[src/rtl/mult_sched_pkg.sv]
// Shared constants for the multiplier scheduler slice.
package mult_sched_pkg;

    // Cycles from the core input-register load to a valid registered product.
    localparam int unsigned MULT_LAT = 2;

    // Response entry layout is {product, requester id}.
    function automatic int unsigned rsp_width(input int unsigned n, input int unsigned idw);
        return 2 * n + idw;
    endfunction

endpackage

[src/rtl/mult_rsp_fifo.sv]
// Show-ahead response FIFO with occupancy count; head is valid whenever count is non-zero.
module mult_rsp_fifo #(
    parameter int unsigned WIDTH = 8,
    parameter int unsigned DEPTH = 4
) (
    input  logic                         clk,
    input  logic                         rst_n,
    input  logic                         push,
    input  logic [WIDTH-1:0]             push_data,
    input  logic                         pop,
    output logic                         head_valid,
    output logic [WIDTH-1:0]             head_data,
    output logic [$clog2(DEPTH+1)-1:0]   count
);

    localparam int unsigned PW = (DEPTH > 1) ? $clog2(DEPTH) : 1;
    localparam int unsigned CW = $clog2(DEPTH + 1);

    logic [WIDTH-1:0] mem_q [DEPTH];
    logic [WIDTH-1:0] mem_d [DEPTH];
    logic [PW-1:0]    wr_ptr_q, wr_ptr_d;
    logic [PW-1:0]    rd_ptr_q, rd_ptr_d;
    logic [CW-1:0]    count_q, count_d;
    logic             do_pop;

    function automatic logic [PW-1:0] ptr_inc(input logic [PW-1:0] p);
        return (p == PW'(DEPTH - 1)) ? '0 : p + 1'b1;
    endfunction

    always_comb begin
        do_pop     = pop && (count_q != '0);
        head_valid = (count_q != '0);
        head_data  = mem_q[rd_ptr_q];
        count      = count_q;
        mem_d      = mem_q;
        wr_ptr_d   = wr_ptr_q;
        rd_ptr_d   = rd_ptr_q;
        count_d    = count_q;
        if (push) begin
            mem_d[wr_ptr_q] = push_data;
            wr_ptr_d        = ptr_inc(wr_ptr_q);
        end
        if (do_pop) begin
            rd_ptr_d = ptr_inc(rd_ptr_q);
        end
        if (push && !do_pop) begin
            count_d = count_q + 1'b1;
        end else if (!push && do_pop) begin
            count_d = count_q - 1'b1;
        end
    end

    always_ff @(posedge clk or negedge rst_n) begin
        if (!rst_n) begin
            for (int unsigned i = 0; i < DEPTH; i++) begin
                mem_q[i] <= '0;
            end
            wr_ptr_q <= '0;
            rd_ptr_q <= '0;
            count_q  <= '0;
        end else begin
            mem_q    <= mem_d;
            wr_ptr_q <= wr_ptr_d;
            rd_ptr_q <= rd_ptr_d;
            count_q  <= count_d;
        end
    end

    // The upstream credit scheme must make an overflowing push unreachable.
    assert property (@(posedge clk) disable iff (!rst_n) !(push && count_q == CW'(DEPTH)))
        else $error("mult_rsp_fifo: push while full");

endmodule

[src/rtl/mult_sched.sv]
// Round-robin scheduler sharing one registered multiplier core; results return in
// issue order through a credit-limited response FIFO.
module mult_sched
    import mult_sched_pkg::*;
#(
    parameter int unsigned N          = 8,
    parameter int unsigned NUM_REQ    = 4,
    parameter int unsigned FIFO_DEPTH = 4,
    parameter int unsigned IDW        = $clog2(NUM_REQ)
) (
    input  logic                 clk,
    input  logic                 rst_n,
    input  logic [NUM_REQ-1:0]   req_valid,
    input  logic [NUM_REQ*N-1:0] req_a,
    input  logic [NUM_REQ*N-1:0] req_b,
    output logic [NUM_REQ-1:0]   req_ready,
    output logic                 rsp_valid,
    input  logic                 rsp_ready,
    output logic [2*N-1:0]       rsp_data,
    output logic [IDW-1:0]       rsp_id,
    output logic                 mult_ea,
    output logic                 mult_eb,
    output logic [N-1:0]         mult_data_a,
    output logic [N-1:0]         mult_data_b,
    input  logic [2*N-1:0]       mult_p,
    output logic                 busy
);

    localparam int unsigned OCW = $clog2(FIFO_DEPTH + 1);
    localparam int unsigned RW  = rsp_width(N, IDW);

    logic [IDW-1:0]      rr_ptr_q, rr_ptr_d;
    logic [MULT_LAT-1:0] tag_vld_q, tag_vld_d;
    logic [IDW-1:0]      tag_id_q [MULT_LAT];
    logic [IDW-1:0]      tag_id_d [MULT_LAT];
    logic [NUM_REQ-1:0]  vld_rot;
    logic                grant_found;
    logic [IDW-1:0]      grant_id;
    logic                issue;
    logic [OCW-1:0]      occ;
    logic [OCW-1:0]      fifo_count;
    logic [RW-1:0]       fifo_head;

    // Rotating the valids by rr_ptr turns the wrapped search into a plain priority scan.
    always_comb begin
        vld_rot     = NUM_REQ'({req_valid, req_valid} >> rr_ptr_q);
        grant_found = 1'b0;
        grant_id    = '0;
        for (int unsigned i = 0; i < NUM_REQ; i++) begin
            if (!grant_found && vld_rot[i]) begin
                grant_found = 1'b1;
                grant_id    = IDW'((32'(rr_ptr_q) + i) % NUM_REQ);
            end
        end
        occ = fifo_count;
        for (int unsigned s = 0; s < MULT_LAT; s++) begin
            occ = occ + OCW'(tag_vld_q[s]);
        end
        // No handshake while held in reset: the core registers cannot capture it.
        issue = rst_n && grant_found && (occ < OCW'(FIFO_DEPTH));
    end

    always_comb begin
        req_ready   = '0;
        mult_data_a = '0;
        mult_data_b = '0;
        for (int unsigned i = 0; i < NUM_REQ; i++) begin
            if (issue && grant_id == IDW'(i)) begin
                req_ready[i] = 1'b1;
                mult_data_a  = req_a[i*N +: N];
                mult_data_b  = req_b[i*N +: N];
            end
        end
        mult_ea = issue;
        mult_eb = issue;
        busy    = (occ != '0);
    end

    always_comb begin
        rr_ptr_d = rr_ptr_q;
        if (issue) begin
            rr_ptr_d = (grant_id == IDW'(NUM_REQ - 1)) ? '0 : grant_id + 1'b1;
        end
        tag_vld_d[0] = issue;
        tag_id_d[0]  = grant_id;
        for (int unsigned s = 1; s < MULT_LAT; s++) begin
            tag_vld_d[s] = tag_vld_q[s-1];
            tag_id_d[s]  = tag_id_q[s-1];
        end
    end

    always_ff @(posedge clk or negedge rst_n) begin
        if (!rst_n) begin
            rr_ptr_q  <= '0;
            tag_vld_q <= '0;
            for (int unsigned s = 0; s < MULT_LAT; s++) begin
                tag_id_q[s] <= '0;
            end
        end else begin
            rr_ptr_q  <= rr_ptr_d;
            tag_vld_q <= tag_vld_d;
            tag_id_q  <= tag_id_d;
        end
    end

    mult_rsp_fifo #(
        .WIDTH (RW),
        .DEPTH (FIFO_DEPTH)
    ) u_rsp_fifo (
        .clk        (clk),
        .rst_n      (rst_n),
        .push       (tag_vld_q[MULT_LAT-1]),
        .push_data  ({mult_p, tag_id_q[MULT_LAT-1]}),
        .pop        (rsp_ready),
        .head_valid (rsp_valid),
        .head_data  (fifo_head),
        .count      (fifo_count)
    );

    assign rsp_data = fifo_head[RW-1:IDW];
    assign rsp_id   = fifo_head[IDW-1:0];

endmodule

[config.mk]
export PLATFORM = sky130hd
export DESIGN_NAME = mult_sched
export DESIGN_NICKNAME = d
export VERILOG_FILES = /design/src/rtl/mult_sched_pkg.sv /design/src/rtl/mult_rsp_fifo.sv /design/src/rtl/mult_sched.sv
export SDC_FILE = /design/constraint.sdc
export NUM_CORES = 1
export LEC_CHECK = 0
export BUFFER_PORTS_ARGS = -buffer_cell sky130_fd_sc_hd__buf_2
export CAP_MARGIN = 20
export CORE_UTILIZATION = 50
export CTS_CLUSTER_SIZE = 10
export DETAILED_ROUTE_END_ITERATION = 12
export PLACE_DENSITY = 0.77
export SLEW_MARGIN = 15
export SYNTH_ARGS = -nofsm -noshare
export SYNTH_HDL_FRONTEND = slang
export SYNTH_SLANG_ARGS = --single-unit
[constraint.sdc]
create_clock -name clk -period 2.4 [get_ports clk]
set_input_delay 0 -clock clk [delete_from_list [all_inputs] [get_ports clk]]
set_output_delay 0 -clock clk [all_outputs]
set_load 0.05 [all_outputs]
=== After elaboration in Yosys (flattened, before gate mapping) ===
Cells that the tools add are included.

* Bitwise logic cells: 2
* Reductions and logical operators: 22
* Multiplexer cells: 31
* Shift operators: 1
* Equal/unequal tests: 5
* Add/sub/neg operators: 10
* Order comparisons: 4

{| class="wikitable"
|+ Operators by type and width
! operator !! count
|-
| 72-bit bitwise mux || 1
|-
| 8-bit two-way mux || 8
|-
| 18-bit two-way mux || 3
|-
| 18-bit binary-select mux with 2-bit select || 1
|-
| 18-bit demux with 2-bit select || 1
|-
| 2-bit two-way mux || 7
|-
| 1-bit logical AND || 13
|-
| 2-bit by 1-bit adder with 2-bit output (second input constant) || 4
|-
| 2-bit equality test (second input constant) || 4
|-
| 1-bit two-way mux || 8
|-
| 8-bit by 2-bit right shift with 4-bit output || 1
|-
| 3-bit by 1-bit adder with 3-bit output || 2
|-
| 3-bit greater-or-equal comparator (second input constant) || 2
|-
| 3-bit two-way mux || 2
|-
| 2-bit inverter with 3-bit output || 2
|-
| 3-bit nonzero test || 2
|-
| 1-bit zero test || 5
|-
| 2-bit adder (second input constant) || 2
|-
| 3-bit by 1-bit adder with 3-bit output (second input constant) || 1
|-
| 3-bit by 1-bit less-than comparator with 1-bit output (second input constant) || 1
|-
| 3-bit less-than comparator (second input constant) || 1
|-
| 3-bit by 1-bit subtractor with 3-bit output (second input constant) || 1
|-
| 2-bit by 1-bit equality test with 1-bit output (second input constant) || 1
|-
| 2-bit zero test || 1
|-
| 2-bit nonzero test || 1
|}

* Input port bits: 87
* Register bits after elaboration: 87
* Output and inout port bits: 42
* Word-level logic and storage cells: 86

=== Longest topological paths before layout ===
Gate-level depths: netlist (run 1).

* Depth in word-level cells: 18
* Gate-level depth with buffers: 10
* Mapped depth without buffers: 8

=== Cells and area by module ===
From an unflattened synthesis (run 1), not the netlist that was laid out.

* Cell total of the unflattened synthesis: 347
* Area, all modules: 4855.9 um^2

{| class="wikitable"
|+ Modules (own cells, without submodules)
! module !! area each (um^2) !! instances !! cells an instance
|-
| mult_rsp_fifo || 3754.9 || 1 || 207
|-
| mult_sched || 1101.1 || 1 || 140
|}

=== Least setup slack after synthesis (run 1) ===
Ideal clock, no wire load.

* Kind: register to output
* Start point: register rr_ptr_q[1]
* End point: output mult_data_a[0]
* Arrival time: 2551 ps
* Cell stages (with the launch flop): 9
* Setup slack: -151 ps
* Path through: dfrtp_1 -> mux2i_1 -> o221ai_1 -> ha_1 -> buf_2 -> clkinv_1 -> buf_1 -> o221ai_1 -> a21oi_1

* Word-level cells in the longest chain between the ends: 18
* Elaborated cells between the ends (all ways): 32
* Classes of those cells: add/sub: 3; eq/ne: 3; shift: 1; mux: 12; reduce/logical: 13

{| class="wikitable"
|+ Ends and longest elaborated chain
! what !! line !! RTL
|-
| start, declared || mult_sched.sv:32 || <nowiki>logic [IDW-1:0] rr_ptr_q, rr_ptr_d;</nowiki>
|-
| start signal, assigned || mult_sched.sv:100 || <nowiki>rr_ptr_q <= rr_ptr_d;</nowiki>
|-
| 8-bit by 2-bit right shift with 4-bit output || mult_sched.sv:46 || <nowiki>vld_rot = NUM_REQ'({req_valid, req_valid} >> rr_ptr_q);</nowiki>
|-
| 1-bit two-way mux || mult_sched.sv:50 || <nowiki>if (!grant_found && vld_rot[i]) begin</nowiki>
|-
| 1-bit zero test || mult_sched.sv:50 ||
|-
| 1-bit logical AND || mult_sched.sv:50 ||
|-
| 1-bit two-way mux || mult_sched.sv:50 ||
|-
| 1-bit zero test || mult_sched.sv:50 ||
|-
| 1-bit logical AND || mult_sched.sv:50 ||
|-
| 1-bit two-way mux || mult_sched.sv:50 ||
|-
| 1-bit zero test || mult_sched.sv:50 ||
|-
| 1-bit logical AND || mult_sched.sv:50 ||
|-
| 1-bit two-way mux || mult_sched.sv:50 ||
|-
| 1-bit logical AND (2 in a row) || mult_sched.sv:60 || <nowiki>issue = rst_n && grant_found && (occ < OCW'(FIFO_DEPTH));</nowiki>
|-
| 1-bit logical AND || mult_sched.sv:68 || <nowiki>if (issue && grant_id == IDW'(i)) begin</nowiki>
|-
| 8-bit two-way mux (3 in a row) || mult_sched.sv:68 ||
|-
| 8-bit two-way mux * || mult_sched.sv:68 ||
|-
| end, declared || mult_sched.sv:23 || <nowiki>output logic [N-1:0] mult_data_a,</nowiki>
|}

Mark *: on every way between the ends. The rest lies on a longest branch, timed or not.

=== Worst setup path after layout (run 1) ===
* Start point: register rr_ptr_q[1]
* End point: output mult_data_a[5]

The elaborated chain is that of the path after synthesis.

==> out/qor.txt, run 1 <==
first-pass GRT wire length: 17330 um
CTS clk-pin slew, worst paths: 0.09 ns
mapped cell area: 0.004583 sq mm
Final Max Tran Viols: 0
PD cells: 1547 mW/mm^2
worst skew pair latency: 0.36 ns
Worst R2R End: u_rsp_fifo.count[2]
max-cap violations: 0
post-synth cell types: 36
Area growth, synth to finish: 34.78%
Final ANT Viol Nets: 0
effective utilization at floorplan: 0.5205
core area: 0.008806 sq mm
row count: 34
Synth async-reset ratio: 1.000
DRC errors left: 12
setup ws final: -0.02288 ns
CTS Buf Count: 9
grt total ovfl: 0
Slowest Stage Delay on Critical Path: 0.46 ns
synth warn: 0
DRT Pass-1 Iters: 8
register bit total from synthesis: 87
vias per cell: 5.787
Fin. Hold Viols: 0
most frequent cells after synthesis: dfrtp_1 (87), mux2_2 (75), a21oi_1 (19), nand2_1 (19), mux4_2 (18)
slowest CP cell: dfrtp_2
top cells by area, synth: dfrtp_1 (48%), mux2_2 (18%), mux4_2 (8.8%)
setup violators final: 2
Placer Congestion: 0.9073
most common cell in the netlist: dfrtp_1
worst r2r src: u_rsp_fifo.count[0]
register area share after synthesis: 0.4750
DRT iter0 DRCs: 132
number of synthesized flops with an enable pin: 0
Syn Area/Cell: 13.25 sq um
CTS Buffer Depth: 2
Ant. Diodes: 0
r2r setup slk: 0.07 ns
Pleak: 2.870 nW
Worst EP required: 2.40 ns
Hold EP: u_rsp_fifo.rd_ptr_q[0]
RSZ-0062 raised after global routing: yes
DP Worst Slack: 0.1264 ns
HPWL after detailed placement: 7218 um
Synth area leader: dfrtp_1
FF-to-FF path depth: 9
predominant post-synthesis flop cell: dfrtp_1
relative slew slack: 0.5303
Gate Count Post-Synth: 346
largest net degree at the start of global routing: 48
vias in the first global route: 3632
CTS tree: built
most frequent cell on the critical path: a21oi_2
post-synth top area share: 0.4750
PortBufs: 128
clock root buffer: clkbuf_8
CTS Sinks: 87
status: finished with violations
crit end category: output pin
Worst Setup SP: rr_ptr_q[1]
die height: 97.74 um
f_max: 412.7 MHz
crit-path max FO: 17
Min Clock Period, post-route: 2.423 ns
crit share post-route: 1.010
CP Class: register to output pin
I/O pins: 129
initial antenna violation count: 0
DIE AREA: 0.009553 sq mm
dpl cells: 568
layout cells sized above 1: 0.6063
Fin Clk Skew: 0.006883 ns
H-tree levels: 3
Final nets: 603
Vias: 3565
final wirelength: 11450 um
crit path cell chain: a21oi_2, o21a_1, o22ai_2, buf_4, ha_4, and3b_1, o221ai_1, a21oi_2, buf_6
hold path depth: 3
Routed WL per cell: 18.59 um
Worst setup SP type: register
violated checks: design-rule violations, negative setup slack
worst hold path class: primary input to register
die width: 97.74 um
hold_sp: rsp_ready
WP data arrival: 2.42 ns
Post-Layout Cell Count: 616
GRT Util Overall: 0.2331
worst-margin pin slew: 0.7045 ns
Syn Nets: 446
Max VDD drop: 1.008 mV
-- cell families after synthesis --
family                   Yosys count  share of synthesized area
buffers and inverters             34                    0.03577
multiplexers                      95                     0.2782
AND/OR/NAND/NOR                   50                    0.06606
adder cells (fa/ha/maj)           13                    0.03877
AO/OA/AOI/OAI                     63                    0.09855
XOR/XNOR                           4                   0.007645
flip-flops                        87                     0.4750
-- power breakdown --
part	leakage, nW	switching (W)	internal, W	total, W
logic	1.75	0.00335	0.00253	0.00588
clock network	0.0970	0.000584	0.000408	0.000992
registers	1.02	0.000476	0.00221	0.00269
-- critical path, delay by kind of cell, from the launching register on --
kind	cells	cell delay, ns
AOI/OAI and AO/OA	5	0.86
and+or+nand+nor	1	0.20
buffers and inverters	2	0.34
adders and majority gates	1	0.21
DFF	1	0.46
-- sequential cells by signal (all words and copies together) (netlist names) --
signal	cells
u_rsp_fifo.rd_ptr_q	2
rr_ptr_q	2
tag_vld_q	2
u_rsp_fifo.wr_ptr_q	2
u_rsp_fifo.mem_q	72
tag_id_q	2
tag_id_d	2
u_rsp_fifo.count	3
-- placed cells by master, fill, tap and decap left out, types with 3 or more instances in the layout --
master and count:
mux2_2 75, and3b_1 15, o221ai_2 8, ha_1 7
a21o_1 17, inv_1 8, buf_12 4, o21ai_0 3
or2_4 3, nand2_2 5, nand2_1 18, ha_4 4
a21oi_1 6, mux4_2 18, dfrtp_1 86, dlygate4sd3_1 17
clkbuf_8 9, nor2_1 4, buf_6 14, buf_2 107
o221ai_1 9, a21oi_2 13, buf_4 22
-- metal layers --
metal,routed length [um],share of wire,vias to the layer above,track usage
met2,5936,0.52,133,0.3972
met5,0,0,-,0
met1,4661,0.41,1796,0.2944
met3,643,0.056,27,0.05440
li1,-,-,1609,-
met4,212,0.019,0,0.07809
-- area by class of cell --
class	instances	area, sq um
Clock buffer	9	123.9
Clock inverter	7	72.57
Fill cell	602	2629
Inverter	11	51.30
Multi-Input combinational cell	227	2467
Sequential cell	87	2178
Tap cell	108	135.1
Timing Repair Buffer	167	1149
-- repair_timing --
action,4_1_cts,5_1_grt
setup endpoints to repair,22,20
endpoints found under the hold margin,104,0
hold buffers,17,0
cloned,1,3
resized for setup,32,40
pin swaps,6,7
buffers inserted,6,5
-- metrics by stage --
stage          setup TNS (ns)  area (sq um)  power (W)  hold slack, ns  utilization
3_3_place_gp                0          5371   0.007656          0.1447       0.6100
3_5_place_dp                0          5371   0.007841          0.1540       0.6100
5_1_grt                -1.314          6177    0.01002         0.06500       0.7015
4_1_cts              -0.09359          5918   0.009136         0.04424       0.6721
2_1_floorplan               0          4621   0.006733         -0.2956            -
6_report             -0.03775          6177   0.009557         0.07248       0.7015
-- worst max path at each step --
stage                      to  slack [ns]  cells past startpoint
2_1_floorplan  mult_data_a[7]       0.007                      7
3_3_place_gp   mult_data_a[7]        0.22                      8
3_5_place_dp   mult_data_a[6]        0.13                      8
4_1_cts        mult_data_b[7]       -0.04                      9
5_1_grt        mult_data_a[5]       -0.14                      9
6_report       mult_data_a[5]       -0.02                      9
No activity file was read; power rests on OpenSTA's default activity.
==> run 2: changes to the inputs <==
Settings changed: CELL_PAD_IN_SITES_DETAIL_PLACEMENT from default to 0, CELL_PAD_IN_SITES_GLOBAL_PLACEMENT from default to 2, CORE_UTILIZATION 50 to 34, PLACE_DENSITY 0.77 to default, PLACE_DENSITY_LB_ADDON from default to 0.1.
==> run 2 against run 1 <==
- the flow now finishes without violations
- sequential power down 3%
- register-to-register slack better by 0.14 ns
- sequential cell count unchanged
- wire length up 1.5%
- sequential share of layout area down 1.0 points
- first-iteration DRC count down 20%
==> out/qor.txt, run 2 (synthesis gave the netlist of run 1 again) <==
RSZ-0062 raised after global routing: yes
vias per cell: 5.031
met3 routed WL: 464 um
worst r2r src: u_rsp_fifo.count[0]
Routed WL per cell: 17.12 um
Worst setup SP type: register
Sequential Area: 0.002178 sq mm
PortBufs: 128
Slowest Stage Delay on Critical Path: 0.46 ns
CTS Buf Count: 9
Max VDD drop: 0.7680 mV
Vias: 3416
Final ANT Viol Nets: 0
HPWL after detailed placement: 7587 um
highest routed metal layer: met4
DRC errors left: 0
CP Class: register to output pin
slowest CP cell: dfrtp_2
Met1 Wirelength: 5186 um
Worst path top cell family by delay: compound AO/OA/AOI/OAI gates
Pleak: 2.923 nW
crit share post-route: 0.9816
WP data arrival: 2.36 ns
CTS Buffer Depth: 2
setup ws final: 0.04417 ns
Post-Layout Cell Count: 679
Fin. Hold Viols: 0
Final Power: 0.009928 W
area of the multi-input gates: 0.002437 sq mm
grt total ovfl: 0
CP Buf/Inv Count: 2
CTS Sinks: 87
max-cap violations: 0
H-tree levels: 3
Final nets: 598
crit end category: output pin
PD cells: 1560 mW/mm^2
largest net degree at the start of global routing: 88
relative slew slack: 0.6285
worst-margin pin slew: 0.5553 ns
GRT Util Overall: 0.1692
Fin Clk Skew: 0.004627 ns
DIE AREA: 0.01395 sq mm
sequential share of power: 0.262
f_max: 424.5 MHz
clock root buffer: clkbuf_16
worst skew pair latency: 0.34 ns
dpl cells: 638
Area growth, synth to finish: 38.88%
Worst Setup SP: rr_ptr_q[1]
effective utilization at floorplan: 0.3475
row count: 42
met2 wire length: 5834 um
first-pass GRT wire length: 18140 um
CTS tree: built
commonest non-fill, non-tap cell in the layout: buf_2
crit-path max FO: 8
Top reg by flops: u_rsp_fifo.mem_q
vias in the first global route: 3585
Final Max Tran Viols: 0
setup violators final: 0
core area: 0.01319 sq mm
DRT iter0 DRCs: 106
initial antenna violation count: 0
setup TNS: 0 ns
Worst EP required: 2.40 ns
worst hold path class: primary input to register
I/O pins: 129
Gate power share: 0.577
DRT Pass-1 Iters: 4
# fillers: 1232
Final Util: 0.4825
most frequent cells in the layout: buf_2 (110), dfrtp_1 (86), mux2_2 (75)
Min Clock Period, post-route: 2.356 ns
number of flip-flops in the largest register: 72
final wirelength: 11620 um
hold_sp: rsp_ready
Ant. Diodes: 0
DP Worst Slack: 0.2481 ns
clock network fraction of design power: 0.161
die width: 118.1 um
Placer Congestion: 0.7747
crit path cell chain: nand2b_4, a21o_1, o221a_4, ha_4, clkbuf_16, and3b_1, o221ai_1, a21oi_2, buf_4
Psw: 0.004278 W
die height: 118.1 um
CTS clk-pin slew, worst paths: 0.06 ns
Power Internal: 0.005651 W
layout cells sized above 1: 0.5924
Sw Ratio: 0.4309
status: complete, no violations
## run 2: changes by cell type in the layout (fill, tap and decap cells not counted), moves of 3 or more
cell / before / now
buf_2: 107 / 110
buf_4: 22 / 18
buf_6: 14 / 11
buf_8: 0 / 3
bufinv_16: 0 / 3
clkbuf_16: 1 / 12
clkbuf_8: 9 / 0
## run 2: final cells by class
type                            count  share of cell area
Tap cell                          176             0.03460
Inverter                           11            0.006880
Multi-Input combinational cell    225              0.3829
Clock buffer                        9             0.03538
Sequential cell                    87              0.3422
Clock inverter                      7             0.01887
Timing Repair Buffer              164              0.1791
## run 2: power by group through the flow
stage,Combinational [W],Clock (W),Sequential (W)
final,0.00573,0.00160,0.00260
after global placement,0.00520,0,0.00259
after global routing,0.00608,0.00171,0.00270
after detailed placement,0.00525,0,0.00263
after floorplan,0.00423,0,0.00250
after CTS,0.00539,0.00165,0.00259
## run 2: path summary, 6_finish.rpt
| path | cells after the start | end | slack [ns] |
|---|---|---|---|
| worst max-delay path | 9 | mult_data_a[2] | 0.04 |
| worst min-delay path | 3 | u_rsp_fifo.rd_ptr_q[0] | 0.09 |
| worst max register to register | 9 | u_rsp_fifo.count[2] | 0.21 |
| worst min register to register | 0 | tag_id_q[1] | 0.35 |
| max in group asynchronous | 3 | rr_ptr_q[1] | 1.70 |
| min in group asynchronous | 3 | u_rsp_fifo.mem_q[52] | 0.29 |
## run 2: stage by stage
stage	area [sq um]	hold slack, ns
floorplan	4621	-0.2956
global placement	5472	0.1482
detailed placement	5472	0.1467
CTS	6060	0.08485
global route	6365	0.08947
finish	6365	0.09462
## run 2: worst register-to-register path: stages, from the launching register on
cell,delay [ns]
dfrtp_1,0.37
buf_4,0.15
or3_1,0.36
nand2_1,0.16
ha_1,0.21
inv_1,0.06
fa_1,0.37
xor2_1,0.16
nor2_1,0.12
xor2_1,0.15
## run 2: repair_timing
item | 4_1_cts | 5_1_grt
endpoints found under the setup margin | 18 | 18
buffers inserted | 2 | 3
gates cloned | 0 | 3
hold buffers | 17 | 0
pin swaps | 1 | 5
endpoints found under the hold margin | 151 | 0
resized for setup | 22 | 39
## run 2: metal layers
metal	up-vias	track usage
li1	1597	-
met1	1730	0.2122
met2	77	0.2846
met3	12	0.04700
met4	0	0.04728
met5	-	0
==> run 3: changes to the inputs <==
Settings changed: ABC_AREA from default to 1, CORE_UTILIZATION 34 to 31, SYNTH_HIERARCHICAL from default to 1.
==> run 3 against run 2 <==
- the run now ends with negative setup slack left
- critical path depth grew 10
- die area grew 33%
- global-route usage grew 0.33 points
- via count grew 52%
- synthesized cell count grew 110%
- non-clock buffer count grew 30
- critical path type unchanged
==> out/qor.txt, run 3 <==
I/O pins: 129
grt total ovfl: 0
top cells by area, synth: dfrtp_1 (39%), nand2_1 (14%), inv_1 (7.2%)
Post-Layout Cell Count: 1118
commonest non-fill, non-tap cell in the layout: nand2_1
die width: 136.3 um
Final nets: 988
Synth async-reset ratio: 1.000
RSZ-0062 raised after global routing: yes
max-cap violations: 0
post-synth cell types: 29
Vias: 5182
setup violators final: 20
post-synth top area share: 0.3893
clock root buffer: clkbuf_16
setup ws final: -0.3069 ns
most frequent cells after synthesis: nand2_1 (210), inv_1 (108), dfrtp_1 (87), nand4_1 (53), o21ai_1 (39)
worst skew pair latency: 0.35 ns
f_max: 369.4 MHz
initial antenna violation count: 0
CTS Buf Count: 9
HPWL after detailed placement: 10030 um
register area share after synthesis: 0.3893
worst hold path class: primary input to register
worst-margin pin slew: 0.6603 ns
DIE AREA: 0.01858 sq mm
first-pass GRT wire length: 25090 um
vias per cell: 4.635
crit end category: output pin
relative slew slack: 0.5598
Syn Area/Cell: 7.670 sq um
row count: 48
PortBufs: 128
register bit total from synthesis: 87
Ant. Diodes: 0
Area growth, synth to finish: 37.39%
CTS Sinks: 87
effective utilization at floorplan: 0.3199
CP Class: register to output pin
most frequent cells in the layout: nand2_1 (173), buf_2 (106), inv_1 (102)
Placer Congestion: 0.8433
Final Max Tran Viols: 0
final wirelength: 15170 um
CTS clk-pin slew, worst paths: 0.07 ns
Top reg by flops: u_rsp_fifo/mem_q
mapped cell area: 0.005592 sq mm
GRT Util Overall: 0.1725
CTS tree: built
DP Worst Slack: -0.1650 ns
dpl cells: 1064
predominant post-synthesis flop cell: dfrtp_1
violated checks: negative setup slack
hold slack: 0.004316 ns
largest net degree at the start of global routing: 72
synth warn: 6
Worst EP required: 2.40 ns
DRT Pass-1 Iters: 4
crit-path max FO: 7
CTS Buffer Depth: 2
Fin. Hold Viols: 0
Syn Nets: 829
DRT iter0 DRCs: 204
vias in the first global route: 5005
setup TNS: -4.848 ns
WP data arrival: 2.71 ns
DRC errors left: 0
Fin Clk Skew: 0.01154 ns
layout cells sized above 1: 0.3785
most common cell in the netlist: nand2_1
Min Clock Period, post-route: 2.707 ns
H-tree levels: 3
number of synthesized flops with an enable pin: 0
Synth area leader: dfrtp_1
Final ANT Viol Nets: 0
Routed WL per cell: 13.57 um
Worst setup SP type: register
number of flip-flops in the largest register: 72
Gate Count Post-Synth: 729
die height: 136.3 um
core area: 0.01748 sq mm
status: finished with violations
crit share post-route: 1.128
# fillers: 1794
-- run 3: changes by cell type after synthesis, sizes merged, moves of 20 or more --
cell    delta
buf       +20
o211ai    +36
nand2    +205
o21ai     +73
nand4     +54
nand3     +28
mux2      -76
inv      +115
-- run 3: routing by layer --
layer,vias to the layer above,part of all wire,global-route usage
met5,-,0,0
met4,0,0.019,0.06296
met2,129,0.48,0.2860
met3,19,0.044,0.02647
met1,2383,0.46,0.2257
li1,2651,-,-
-- run 3: stage by stage --
stage / util / cell area [sq um]
6_report: 0.4396 / 7682
3_3_place_gp: 0.3708 / 6481
4_1_cts: 0.4247 / 7422
5_1_grt: 0.4396 / 7682
3_5_place_dp: 0.3708 / 6481
2_1_floorplan: - / 5657
-- run 3: repair_timing --
item	CTS	global route
gates cloned	4	2
gates resized for setup	113	36
setup buffers	11	6
hold endpoints to repair	85	0
hold buffers	15	0
pin swaps	15	11
setup endpoints to repair	22	22
-- run 3: cell type report --
| class | instances | area [sq um] | area share |
|---|---|---|---|
| clock buffers | 10 | 239.0 | 0.03111 |
| flip-flops and latches | 87 | 2181 | 0.2839 |
| clock inverters | 6 | 43.79 | 0.005700 |
| repair buffers | 194 | 1588 | 0.2067 |
| well taps | 225 | 281.5 | 0.03664 |
| multi-input cells | 466 | 2848 | 0.3707 |
| inverters | 130 | 501.7 | 0.06531 |
-- run 3: cell families after synthesis --
logic type               count (synthesis)  synth area share
buffers and inverters                  177            0.1560
AO/OA/AOI/OAI                          114            0.1410
adder cells (fa/ha/maj)                 13           0.03177
AND/OR/NAND/NOR                        334            0.2757
flip-flops                              87            0.3893
XOR/XNOR                                 4          0.006267
-- run 3: worst max-delay path: stages (launching register included) --
cell and delay, ns:
dfrtp_2 0.46, inv_4 0.11, nand2_2 0.08, nand3_4 0.07, nand2_4 0.07, a21oi_4 0.15, xor2_1 0.17, inv_1 0.08
nand2_2 0.08, inv_2 0.06, buf_6 0.12, ha_4 0.15, nand3_4 0.12, buf_12 0.13, buf_12 0.11, nand2_2 0.05
inv_2 0.05, nand2_2 0.05, nand2_2 0.08, buf_8 0.14
-- run 3: worst paths after layout --
kind,start,endpoint,slack (ns),depth (start not counted)
max,rr_ptr_q[0],mult_data_b[6],-0.31,19
min,mult_p[11],u_rsp_fifo/mem_q[49],0.004,3
max reg2reg,u_rsp_fifo/count[0],rr_ptr_q[0],0.17,14
min reg2reg,tag_id_d[1],tag_id_q[1],0.35,0
max in group asynchronous,rst_n,u_rsp_fifo/mem_q[33],1.04,4
min in group asynchronous,rst_n,u_rsp_fifo/rd_ptr_q[1],0.30,3
Power of run 3 is not shown: default switching activity piles up to over one toggle a cycle in this logic, so the estimate is an artifact.
